==> src/rtl/color_stream_feeder_pkg.sv <==
// Shared colour codes and feeder state encoding for the colour-sequence checker path.
package color_stream_feeder_pkg;

    localparam logic [1:0] COLOR_RED   = 2'b00;
    localparam logic [1:0] COLOR_GREEN = 2'b01;
    localparam logic [1:0] COLOR_BLUE  = 2'b10;
    localparam logic [1:0] COLOR_NONE  = 2'b11;

    typedef enum logic [2:0] {
        IDLE = 3'b001,
        SEND = 3'b010,
        GAP  = 3'b100
    } feeder_state_e;

endpackage

==> src/rtl/color_stream_feeder_if.sv <==
// Burst handshake between the upstream source and the colour feeder.
interface color_stream_feeder_if #(
    parameter int MAX_LEN = 8,
    parameter int LEN_W   = 4
);
    logic                   in_valid;
    logic                   in_ready;
    logic [2*MAX_LEN-1:0]   in_colors;
    logic [LEN_W-1:0]       in_len;

    modport master (output in_valid, in_colors, in_len, input in_ready);
    modport slave  (input in_valid, in_colors, in_len, output in_ready);
endinterface

==> src/rtl/color_stream_feeder_shift_reg.sv <==
// Parallel-load colour buffer; shifts toward element 0 and back-fills with COLOR_NONE.
module color_shift_reg
    import color_stream_feeder_pkg::*;
#(
    parameter int MAX_LEN = 8
) (
    input  logic                     clk,
    input  logic                     rst,
    input  logic                     load,
    input  logic                     shift,
    input  logic [MAX_LEN-1:0][1:0]  din,
    output logic [1:0]               head
);
    logic [MAX_LEN-1:0][1:0] buf_q;

    for (genvar i = 0; i < MAX_LEN; i++) begin : g_elem
        logic [1:0] upper;
        if (i == MAX_LEN - 1) begin : g_top
            assign upper = COLOR_NONE;
        end else begin : g_mid
            assign upper = buf_q[i+1];
        end

        always_ff @(posedge clk or posedge rst) begin
            if (rst)        buf_q[i] <= COLOR_NONE;
            else if (load)  buf_q[i] <= din[i];
            else if (shift) buf_q[i] <= upper;
        end
    end

    assign head = buf_q[0];
endmodule

==> src/rtl/color_stream_feeder.sv <==
// Serialises a packed colour burst onto a registered colour output, closing each burst with a
// separator. Define COLOR_FEEDER_BACKTOBACK_EN to accept the next burst during the separator cycle.
module color_stream_feeder
    import color_stream_feeder_pkg::*;
#(
    parameter int MAX_LEN = 8,
    parameter int LEN_W   = 4
) (
    input  logic                  clk,
    input  logic                  rst,
    color_stream_feeder_if.slave  up,
    output logic [1:0]            color,
    output logic                  busy,
    output logic                  done
);
    feeder_state_e           state, state_nx;
    logic                    armed;
    logic [LEN_W-1:0]        cnt, cnt_nx;
    logic [1:0]              color_nx;
    logic [LEN_W-1:0]        len_c;
    logic                    ready, accept, load, shift;
    logic [MAX_LEN-1:0][1:0] burst;
    logic [MAX_LEN:0][1:0]   burst_ext;
    logic [1:0]              head;

    assign burst     = up.in_colors;
    assign burst_ext = {COLOR_NONE, burst};
    assign len_c     = (up.in_len > LEN_W'(MAX_LEN)) ? LEN_W'(MAX_LEN) : up.in_len;

    // armed holds ready low until the first clock after reset release
`ifdef COLOR_FEEDER_BACKTOBACK_EN
    assign ready = armed && (state == IDLE || state == GAP);
`else
    assign ready = armed && (state == IDLE);
`endif
    assign up.in_ready = ready;
    assign accept      = up.in_valid && ready;

    // Element 0 goes straight to the colour register, so the buffer holds elements 1.. onward
    color_shift_reg #(.MAX_LEN(MAX_LEN)) u_buf (
        .clk   (clk),
        .rst   (rst),
        .load  (load),
        .shift (shift),
        .din   (burst_ext[MAX_LEN:1]),
        .head  (head)
    );

    always_ff @(posedge clk or posedge rst) begin
        if (rst) state <= IDLE;
        else     state <= state_nx;
    end

    always_ff @(posedge clk or posedge rst) begin
        if (rst) begin
            color <= COLOR_NONE;
            cnt   <= '0;
            armed <= 1'b0;
        end else begin
            color <= color_nx;
            cnt   <= cnt_nx;
            armed <= 1'b1;
        end
    end

    always_comb begin
        state_nx = state;
        color_nx = COLOR_NONE;
        cnt_nx   = cnt;
        load     = 1'b0;
        shift    = 1'b0;
        unique case (state)
            IDLE: state_nx = IDLE;
            SEND: begin
                // cnt counts the colour on the output too, so 1 means the last one is showing
                if (cnt <= LEN_W'(1)) begin
                    state_nx = GAP;
                    cnt_nx   = '0;
                end else begin
                    color_nx = head;
                    shift    = 1'b1;
                    cnt_nx   = cnt - LEN_W'(1);
                end
            end
            GAP: state_nx = IDLE;
            default: begin
                state_nx = IDLE;
                cnt_nx   = '0;
            end
        endcase
        if (accept) begin
            load   = 1'b1;
            cnt_nx = len_c;
            if (len_c == '0) begin
                state_nx = GAP;
            end else begin
                state_nx = SEND;
                color_nx = burst[0];
            end
        end
    end

    assign busy = (state != IDLE);
    assign done = (state == GAP);
endmodule

==> src/flat_wrapper.sv <==
// flat-port wrapper written by rule: the top's interface ports become plain ports
module color_stream_feeder_flat import color_stream_feeder_pkg::*;
#(
    parameter int MAX_LEN = 8,
    parameter int LEN_W   = 4
)
  (clk, rst, color, busy, done, up_in_valid, up_in_colors, up_in_len, up_in_ready);
  color_stream_feeder_if #(.MAX_LEN(MAX_LEN), .LEN_W(LEN_W)) up_i ();
  input  logic clk;
  input  logic rst;
  output logic [1:0] color;
  output logic busy;
  output logic done;
  input wire logic [$bits(up_i.in_valid)-1:0] up_in_valid;
  input wire logic [$bits(up_i.in_colors)-1:0] up_in_colors;
  input wire logic [$bits(up_i.in_len)-1:0] up_in_len;
  output wire logic [$bits(up_i.in_ready)-1:0] up_in_ready;
  assign up_i.in_valid = up_in_valid;
  assign up_i.in_colors = up_in_colors;
  assign up_i.in_len = up_in_len;
  assign up_in_ready = up_i.in_ready;
  color_stream_feeder #(.MAX_LEN(MAX_LEN), .LEN_W(LEN_W)) u_core (.clk(clk), .rst(rst), .up(up_i), .color(color), .busy(busy), .done(done));
endmodule
==> config.mk <==
export PLATFORM = sky130hd
export DESIGN_NAME = color_stream_feeder_flat
export DESIGN_NICKNAME = d
export VERILOG_FILES = /design/src/rtl/color_stream_feeder_pkg.sv /design/src/rtl/color_stream_feeder_if.sv /design/src/rtl/color_stream_feeder_shift_reg.sv /design/src/rtl/color_stream_feeder.sv /design/src/flat_wrapper.sv
export SDC_FILE = /design/constraint.sdc
export NUM_CORES = 1
export LEC_CHECK = 0
export CAP_MARGIN = 20
export CELL_PAD_IN_SITES_DETAIL_PLACEMENT = 1
export CELL_PAD_IN_SITES_GLOBAL_PLACEMENT = 2
export CORE_MARGIN = 3
export CORE_UTILIZATION = 30
export CTS_BUF_LIST = sky130_fd_sc_hd__clkbuf_4 sky130_fd_sc_hd__clkbuf_8
export CTS_CLUSTER_DIAMETER = 30
export DETAILED_ROUTE_END_ITERATION = 10
export PLACE_DENSITY_LB_ADDON = 0.1
export SETUP_SLACK_MARGIN = 0.2
export SYNTH_ARGS = -nofsm -noshare
export SYNTH_HDL_FRONTEND = slang
export SYNTH_HIERARCHICAL = 1
export SYNTH_SLANG_ARGS = --single-unit
==> constraint.sdc <==
create_clock -name clk -period 1.77 [get_ports clk]
set_input_delay 0.354 -clock clk [delete_from_list [all_inputs] [get_ports clk]]
set_output_delay 0.354 -clock clk [all_outputs]
set_load 0.03 [all_outputs]
## After elaboration in Yosys (flattened, before gate mapping)

Cells that the tools add are included.

- Output and inout port bits: 5
- Logic and storage cells: 57
- Flip-flop bits (word level): 26
- Bits of input ports: 23

- Magnitude comparators: 2
- Add/subtract/negate cells: 1
- Multiplexer cells: 31
- Reduce and logical (&&, ||, !) cells: 5
- Equal/unequal tests: 6

Operators by type and width:

| cell | count |
|---|---|
| 2-bit 2-to-1 mux | 20 |
| 3-bit 2-to-1 mux | 4 |
| 4-bit 2-to-1 mux | 3 |
| 4-bit case mux with 2 select lines | 1 |
| 3-bit by 1-bit != test with 1-bit output (second input constant) | 2 |
| 4-bit > comparator (second input constant) | 1 |
| 4-bit by 1-bit less-or-equal comparator with 1-bit output (second input constant) | 1 |
| 4-bit zero test | 1 |
| 4-bit by 1-bit subtractor with 4-bit output (second input constant) | 1 |
| 3-bit by 1-bit equality test with 1-bit output (second input constant) | 1 |
| 3-bit by 2-bit equality test with 1-bit output (second input constant) | 1 |
| 3-bit equality test (second input constant) | 1 |
| 1-bit 2-to-1 mux | 3 |
| 1-bit logical AND | 2 |
| 2-bit by 1-bit != test with 1-bit output (second input constant) | 1 |
| 2-bit nonzero test | 1 |
| 2-bit OR reduction | 1 |

## Longest topological paths before layout

Gate-level depths: netlist (run 1).

- Depth in word-level cells: 5
- Gate-level depth with buffers: 9

## By module

The synthesis (run 1) kept the hierarchy.

By module, submodules not included:

| module | cells each | sequential area each (µm²) | area each (µm²) | instances |
|---|---|---|---|---|
| color_shift_reg | 70 | 420.4 | 757.0 | 1 |
| color_stream_feeder | 51 | 254.0 | 540.5 | 1 |

## Least setup slack after synthesis (run 1)

Ideal clock, no wire load.

- Path kind: flip-flop to flip-flop
- From: register u_core.cnt[0]
- To: register u_core.u_buf.buf_q (netlist bit u_core/u_buf/g_elem[0].upper[0])
- Cell stages (with the launch flop): 10
- Required time: 1698 ps
- Period minus slack after synthesis: 1708 ps
- Setup time: 72 ps
- Buffers on the path: 2
- Arrival: 1636 ps
- Path slack: 62 ps
- Path through: dfrtp_1 -> inv_1 -> ha_1 -> nor2_1 -> o311ai_4 -> inv_1 -> buf_6 -> buf_12 -> mux2i_1 -> o21ai_1

- Cells in the longest elaborated chain, start to end: 4

RTL lines:

| item | line | text |
|---|---|---|
| start, declared | color_stream_feeder.sv:18 | `logic [LEN_W-1:0] cnt, cnt_nx;` |
| start signal, assigned | color_stream_feeder.sv:61 | `cnt <= cnt_nx;` |
| 4-bit by 1-bit less-or-equal comparator with 1-bit output | color_stream_feeder.sv:76 | `if (cnt <= LEN_W'(1)) begin` |
| 1-bit 2-to-1 mux | color_stream_feeder.sv:76 |  |
| 1-bit 2-to-1 mux | color_stream_feeder.sv:72 | `unique case (state)` |
| net u_core.shift | color_stream_feeder.sv:21 | `logic ready, accept, load, shift;` |
| 2-bit nonzero test (no source line) | n/a |  |
| end signal, assigned by index | color_stream_feeder_shift_reg.sv:26 | `else if (load) buf_q[i] <= din[i];` |
| end signal, assigned by index | color_stream_feeder_shift_reg.sv:27 | `else if (shift) buf_q[i] <= upper;` |
| end, declared | color_stream_feeder_shift_reg.sv:14 | `logic [MAX_LEN-1:0][1:0] buf_q;` |

The timed path passes the listed nets, and every way through them passes these cells.
A chain may end at the register's enable or synchronous reset.

## Final worst setup path (run 1)

- From: register u_core.cnt[0]
- To: register u_core.cnt[3]

- Cells in the longest elaborated chain, start to end: 4
- Elaborated cells on any way between the ends: 5

RTL lines:

| item | line | text |
|---|---|---|
| 4-bit by 1-bit subtractor with 4-bit output / 4-bit by 1-bit less-or-equal comparator with 1-bit output (equally long branches) | color_stream_feeder.sv:82, color_stream_feeder.sv:76 |  |
| 4-bit 2-to-1 mux * | color_stream_feeder.sv:76 |  |
| 4-bit case mux with 2 select lines * | color_stream_feeder.sv:72 |  |
| 4-bit 2-to-1 mux * | color_stream_feeder.sv:91 | `if (accept) begin` |

Mark *: on every way between the ends. The rest lies on a longest branch, timed or not.

==> impl_metrics.py, run 1 <==
metrics = {
    "status": {
        "status": "complete, no violations",
    },
    "global_routing": {
        "grt_overflow": 0,
        "met1_usage": 0.176,
        "antenna_found_initial": 0,
        "gr-usage-met2": 0.203,
        "grt_usage": 0.130,
        "grt_pass1_vias": 1097,
        "use_met3": 0.0266,
        "grt_pass1_wl_um": 5290,
        "grt_max_degree": 35,
        "grt-busiest-layer": "met2",
    },
    "setup_path": {
        "worstSetupPathType": "reg2reg",
        "regToRegEndpoint": "u_core/cnt[3]",
        "crit_path_max_fanout": 4,
        "critPathMaxStageDelay_ps": 440,
        "required_ps": 1930,
        "crit_buf_inv": 3,
        "critPathLaunchType": "flip-flop",
        "r2r-start": "u_core/cnt[0]",
        "cp.arrival_ps": 1850,
        "reg2reg_depth": 8,
        "end_kind": "flip-flop",
        "cp_cell_sequence": "inv_2 -> ha_4 -> nor2_4 -> o311ai_4 -> buf_4 -> buf_6 -> a21oi_2 -> a211o_1",
        "slowest_stage": "dfrtp_1",
        "cp_top_family": "compound AO/OA/AOI/OAI gates",
        "reg2reg_setup_slack_ps": 80,
    },
    "floorplan": {
        "row_count": 23,
        "die-height_um": 71.8,
        "io_pins": 28,
        "core_um2": 4090,
        "start_util": 0.318,
        "die_x_um": 71.8,
        "die-area_um2": 5150,
    },
    "sta": {
        "setup_viol": 0,
        "clock-skew-final_ps": 6.53,
        "timing.fmax_ghz": 0.592,
        "slew_viol_final": 0,
        "period_minus_slack_ps": 1690,
        "hold_viol": 0,
        "min_period_over_period": 0.954,
        "rsz0062_at_grt": "yes",
    },
    "power_and_ir_drop": {
        "p_comb_frac": 0.380,
        "p_int_uw": 1710,
        "power_uw": 2440,
        "swShare": 0.297,
        "vdd_ir_drop_max_mv": 0.660,
        "p_leak_uw": 0.000784,
        "p_seq_frac": 0.416,
        "power.share.clock": 0.204,
        "switchingPower_uw": 725,
        "power.density_nw_per_um2": 1230,
    },
    "yosys": {
        "ys_types": 32,
        "yosys.area.top_type": "dfstp_2",
        "yosysSeqAreaShare": 0.520,
        "yosysMostFrequentCell": "dfstp_2",
        "synthArstFlopShare": 1.00,
        "netlist.area_leader.share": 0.385,
        "syn-cell-area_um2": 1300,
        "synth.area.top_cells": "dfstp_2 (38%), dfrtp_1 (14%), mux2i_1 (11%)",
        "ys.flop_type": "dfstp_2",
        "synth_edf_count": 0,
        "synth-warning-count": 6,
        "ys_top_cells_by_count": "dfstp_2 (19), nand2_1 (18), mux2i_1 (14)",
        "synth-seq-cells": 26,
        "syn-instance-count": 121,
        "avgSynthCellArea_um2": 10.7,
    },
    "detailed_routing": {
        "wl_per_cell_um": 15.2,
        "postRouteAntennaNets": 0,
        "drtPass1Iterations": 4,
        "post-route-drc-count": 0,
        "vias": 1066,
        "avgViaCountPerCell": 4.82,
        "routed_wl_um": 3360,
        "drt_iter0_drc": 19,
    },
    "place": {
        "dp_hpwl_um": 2140,
        "place_congestion": 0.762,
        "portBuffers": 27,
    },
    "cells_and_area": {
        "area.growth.synth_to_final_pct": 52.8,
        "seqCellArea_um2": 674,
        "drive_gt1_frac": 0.380,
        "nFillCells": 449,
        "layout.nets": 197,
        "diodes": 0,
        "fin_util": 0.485,
        "multiInputGateArea_um2": 629,
    },
    "clocking": {
        "clock_latency_ps": 270,
        "tritoncts": "yes",
        "holdBufCountCts": 0,
        "numCtsBuffers": 3,
        "clk_pin_slew_ps": 90,
        "h-tree-depth": 1,
        "clk_path_buf_depth": 2,
        "root_buffer": "clkbuf_8",
        "cts_sinks": 26,
    },
    "job": {
        "maxCapViolCount": 0,
    },
    "worst_hold_path": {
        "hold_class": "in2async",
    },
}
cells in the final DEF, fill, tap and decap left out, types with 2 or more instances in the layout:
cell and n:
ha_4 2, inv_2 3, buf_12 3, o21ai_1 14, o21ai_0 3, clkbuf_8 3
dfrtp_1 7, dlygate4sd2_1 2, nand2_1 17, buf_4 15, clkdlybuf4s50_1 22, mux2i_1 14
a21oi_1 3, inv_1 4, o22a_1 2, nor2_1 6, buf_6 5, conb_1 3
dfstp_2 19
through the flow:
| stage | area (µm²) | hold slack (ps) | std cells | worst slack (ps) | TNS, ps |
|---|---|---|---|---|---|
| floorplan | 1320 | 192 | 123 | 117 | 0 |
| CTS | 1880 | 417 | 213 | 75.9 | 0 |
| detailed placement | 1680 | 509 | 202 | -128 | -128 |
| global placement | 1680 | 508 | 202 | -110 | -110 |
| global route | 1980 | 435 | 221 | 17.9 | 0 |
| finish | 1980 | 412 | 221 | 80.7 | 0 |
cells by family after synthesis:
logic type               after synthesis  synth area share
AO/OA/AOI/OAI                         31             0.160
adder cells (fa/ha/maj)                2            0.0193
other                                  1           0.00289
multiplexers                          14             0.108
AND/OR/NAND/NOR                       34             0.128
XOR/XNOR                               1           0.00675
flip-flops                            26             0.520
buffers and inverters                 12            0.0550
sequential cells by signal, summed over array words and instances (netlist names):
| register | count |
|---|---|
| u_core/u_buf/g_elem.upper | 14 |
| u_core/cnt | 4 |
| u_core/state | 3 |
| u_core/color | 2 |
| u_core/u_buf/head | 2 |
| u_core/armed | 1 |
how the worst max path moves through the flow:
stage                    startpoint                               to  slack (ps)  depth (start not counted)
CTS                 u_core/state[0]                             busy          80                          2
global placement    u_core/state[0]                             busy        -110                          2
floorplan             u_core/cnt[0]  u_core/u_buf/g_elem[0].upper[0]         120                          9
detailed placement  u_core/state[0]                             busy        -130                          2
global route          u_core/cnt[1]  u_core/u_buf/g_elem[0].upper[0]          20                          8
finish                u_core/cnt[0]                    u_core/cnt[3]          80                          8
power by group through the flow:
| stage | clock network, µW | registers [µW] | logic (µW) |
|---|---|---|---|
| 2_1_floorplan | 0 | 1000 | 425 |
| 3_3_place_gp | 0 | 1020 | 601 |
| 3_5_place_dp | 0 | 1030 | 634 |
| 4_1_cts | 514 | 1020 | 819 |
| 5_1_grt | 541 | 1040 | 1020 |
| 6_report | 497 | 1020 | 927 |
area by class of cell:
cell class	count	share of cell area
flip-flops and latches	26	0.340
clock buffers	3	0.0208
multi-input cells	85	0.317
inverters	7	0.0132
clock inverters	1	0.0151
well taps	50	0.0315
repair buffers	49	0.262
routing by layer:
metal	routed length [µm]	share of wire
met5	0	0
met4	29	0.0086
met3	112	0.033
met2	1620	0.48
met1	1590	0.47
timing repair:
item	CTS	global route
resized for setup	29	4
buffers inserted	6	7
pin swaps	17	4
cloned	1	1
endpoints found under the setup margin	23	24
(Power assumes the default switching activity.)
==> run 2: changes to the inputs <==
--- a/config.mk
+++ b/config.mk
@@ -13,6 +13,7 @@
 export CTS_BUF_LIST = sky130_fd_sc_hd__clkbuf_4 sky130_fd_sc_hd__clkbuf_8
 export CTS_CLUSTER_DIAMETER = 30
 export DETAILED_ROUTE_END_ITERATION = 10
+export GPL_TIMING_DRIVEN = 1
 export PLACE_DENSITY_LB_ADDON = 0.1
 export SETUP_SLACK_MARGIN = 0.2
 export SYNTH_ARGS = -nofsm -noshare
==> results of run 2 <==
Same layout as run 1: the final DEF is identical, and so are final timing and power.
==> run 3: changes to the inputs <==
--- a/config.mk
+++ b/config.mk
@@ -13,7 +13,7 @@
 export CTS_BUF_LIST = sky130_fd_sc_hd__clkbuf_4 sky130_fd_sc_hd__clkbuf_8
 export CTS_CLUSTER_DIAMETER = 30
 export DETAILED_ROUTE_END_ITERATION = 10
-export GPL_TIMING_DRIVEN = 1
+export GPL_TIMING_DRIVEN = 0
 export PLACE_DENSITY_LB_ADDON = 0.1
 export SETUP_SLACK_MARGIN = 0.2
 export SYNTH_ARGS = -nofsm -noshare
==> run 3 against run 2 <==
Effect of this change:
- critical path depth stayed put
- critical endpoint is now u_core/cnt[2]
- sequential power barely moved
- global-route usage rose by 1.5 points
- routed wire length rose by 1.8%
- combinational power shrank 4.7%
- first-iteration DRC count increased by 79%
- setup slack got worse by 28 ps
- clock skew shrank 0.80 ps
- sequential share of layout area is 0.43 points higher
- register-to-register slack worse by 30 ps
==> impl_metrics.py, run 3 (synthesis results as in run 1) <==
metrics = {
    "cells_and_area": {
        "drive_gt1_frac": 0.422,
        "largest_reg_flops": 14,
        "mostFrequentLayoutCell": "clkdlybuf4s50_1",
        "layout.nets": 199,
        "area.growth.synth_to_final_pct": 51.5,
        "stdcell_area_um2": 1970,
        "diodes": 0,
        "instances_no_fill": 223,
        "final_cell_mix": "clkdlybuf4s50_1 (22), dfstp_2 (19), nand2_1 (17)",
    },
    "setup_path": {
        "crit_path_max_fanout": 3,
        "critPathMaxStageDelay_ps": 440,
        "required_ps": 1930,
        "end_kind": "flip-flop",
        "cp_cell_sequence": "inv_2 -> ha_4 -> nor2_4 -> o311ai_4 -> inv_2 -> buf_6 -> a32o_1 -> a21o_1",
        "cp_top_family": "compound AO/OA/AOI/OAI gates",
        "critPathLaunchType": "flip-flop",
        "cp.arrival_ps": 1880,
        "crit_top_cell": "inv_2",
        "crit_buf_inv": 3,
        "worstSetupPathType": "reg2reg",
        "slowest_stage": "dfrtp_1",
    },
    "detailed_routing": {
        "avgViaCountPerCell": 4.81,
        "drt_iter0_drc": 34,
        "postRouteAntennaNets": 0,
        "vias": 1073,
        "post-route-drc-count": 0,
        "wl_per_cell_um": 15.3,
        "routed_wl_um": 3420,
        "drtPass1Iterations": 4,
    },
    "sta": {
        "timing.fmax_ghz": 0.582,
        "period_minus_slack_ps": 1720,
        "worst_pin_slew_ps": 609,
        "hold_viol": 0,
        "slew_viol_final": 0,
        "holdWs_ps": 405,
        "rsz0062_at_grt": "yes",
        "fin_tns_setup_ps": 0,
        "min_period_over_period": 0.970,
        "clock-skew-final_ps": 5.73,
        "setup_viol": 0,
        "slew_headroom": 0.593,
    },
    "place": {
        "placed_area_um2": 1650,
        "placed_cells": 200,
        "portBuffers": 27,
        "dp_hpwl_um": 2260,
        "place_congestion": 0.810,
    },
    "power_and_ir_drop": {
        "vdd_ir_drop_max_mv": 0.488,
        "power.density_nw_per_um2": 1170,
        "p_leak_uw": 0.000777,
    },
    "clocking": {
        "clock_latency_ps": 270,
        "clk_path_buf_depth": 2,
        "clk_pin_slew_ps": 90,
        "tritoncts": "yes",
        "numCtsBuffers": 3,
        "root_buffer": "clkbuf_8",
        "cts_sinks": 26,
        "holdBufCountCts": 0,
        "h-tree-depth": 1,
    },
    "global_routing": {
        "grt_overflow": 0,
        "grt_pass1_wl_um": 5810,
        "grt_pass1_vias": 1185,
        "grt_max_degree": 17,
        "grt_usage": 0.144,
        "antenna_found_initial": 0,
    },
    "status": {
        "status": "complete, no violations",
    },
    "floorplan": {
        "die-area_um2": 5150,
        "start_util": 0.318,
        "die-height_um": 71.8,
        "core_um2": 4090,
        "io_pins": 28,
        "die_x_um": 71.8,
        "row_count": 23,
    },
    "worst_hold_path": {
        "hold_class": "in2async",
    },
    "job": {
        "maxCapViolCount": 0,
    },
}
run 3: worst paths after layout:
check	start	endpoint	slack [ps]	cells after the start
max	u_core/cnt[0]	u_core/cnt[2]	50	8
min	rst	u_core/armed	400	2
min reg2reg	u_core/u_buf/g_elem[6].upper[0]	u_core/u_buf/g_elem[6].upper[0]	530	2
max in group asynchronous	rst	u_core/u_buf/g_elem[5].upper[0]	900	2
max reg2reg	u_core/cnt[0]	u_core/cnt[2]	50	8
min in group clk	u_core/u_buf/g_elem[6].upper[0]	u_core/u_buf/g_elem[6].upper[0]	530	2
run 3: repair_timing:
action / CTS / global route
setup buffers: 13 / 5
cloned: 1 / 0
pin swaps: 11 / 12
setup endpoints to repair: 25 / 24
gates resized for setup: 49 / 11
run 3: per-layer routing:
metal | track usage | vias up | share of wire | wire (µm)
met5 | 0 | - | 0 | 0
met4 | 0.0271 | 0 | 0.0029 | 10
li1 | - | 523 | - | -
met3 | 0.0238 | 2 | 0.033 | 113
met2 | 0.237 | 15 | 0.50 | 1700
met1 | 0.203 | 533 | 0.47 | 1590
run 3: power breakdown:
group | total, µW | switching [µW] | internal [µW]
Clock | 380 | 182 | 199
Sequential | 1030 | 140 | 894
Combinational | 883 | 405 | 479
Total | 2300 | 726 | 1570
run 3: cell type report:
type / count / area [µm²]
fillers: 446 / 2120
flip-flops and latches: 26 / 677
multi-input cells: 85 / 634
repair buffers: 46 / 460
well taps: 50 / 62.6
clock buffers: 4 / 55.1
plain buffers: 5 / 50.0
inverters: 7 / 26.3
run 3: through the flow:
| step | worst slack [ps] | util | total power [µW] |
|---|---|---|---|
| finish | 52.9 | 0.481 | 2300 |
| global route | -44.7 | 0.481 | 2470 |
| CTS | 80.4 | 0.462 | 2230 |
| detailed placement | -171 | 0.404 | 1640 |
| global placement | -161 | 0.404 | 1610 |
| floorplan | 117 | - | 1430 |
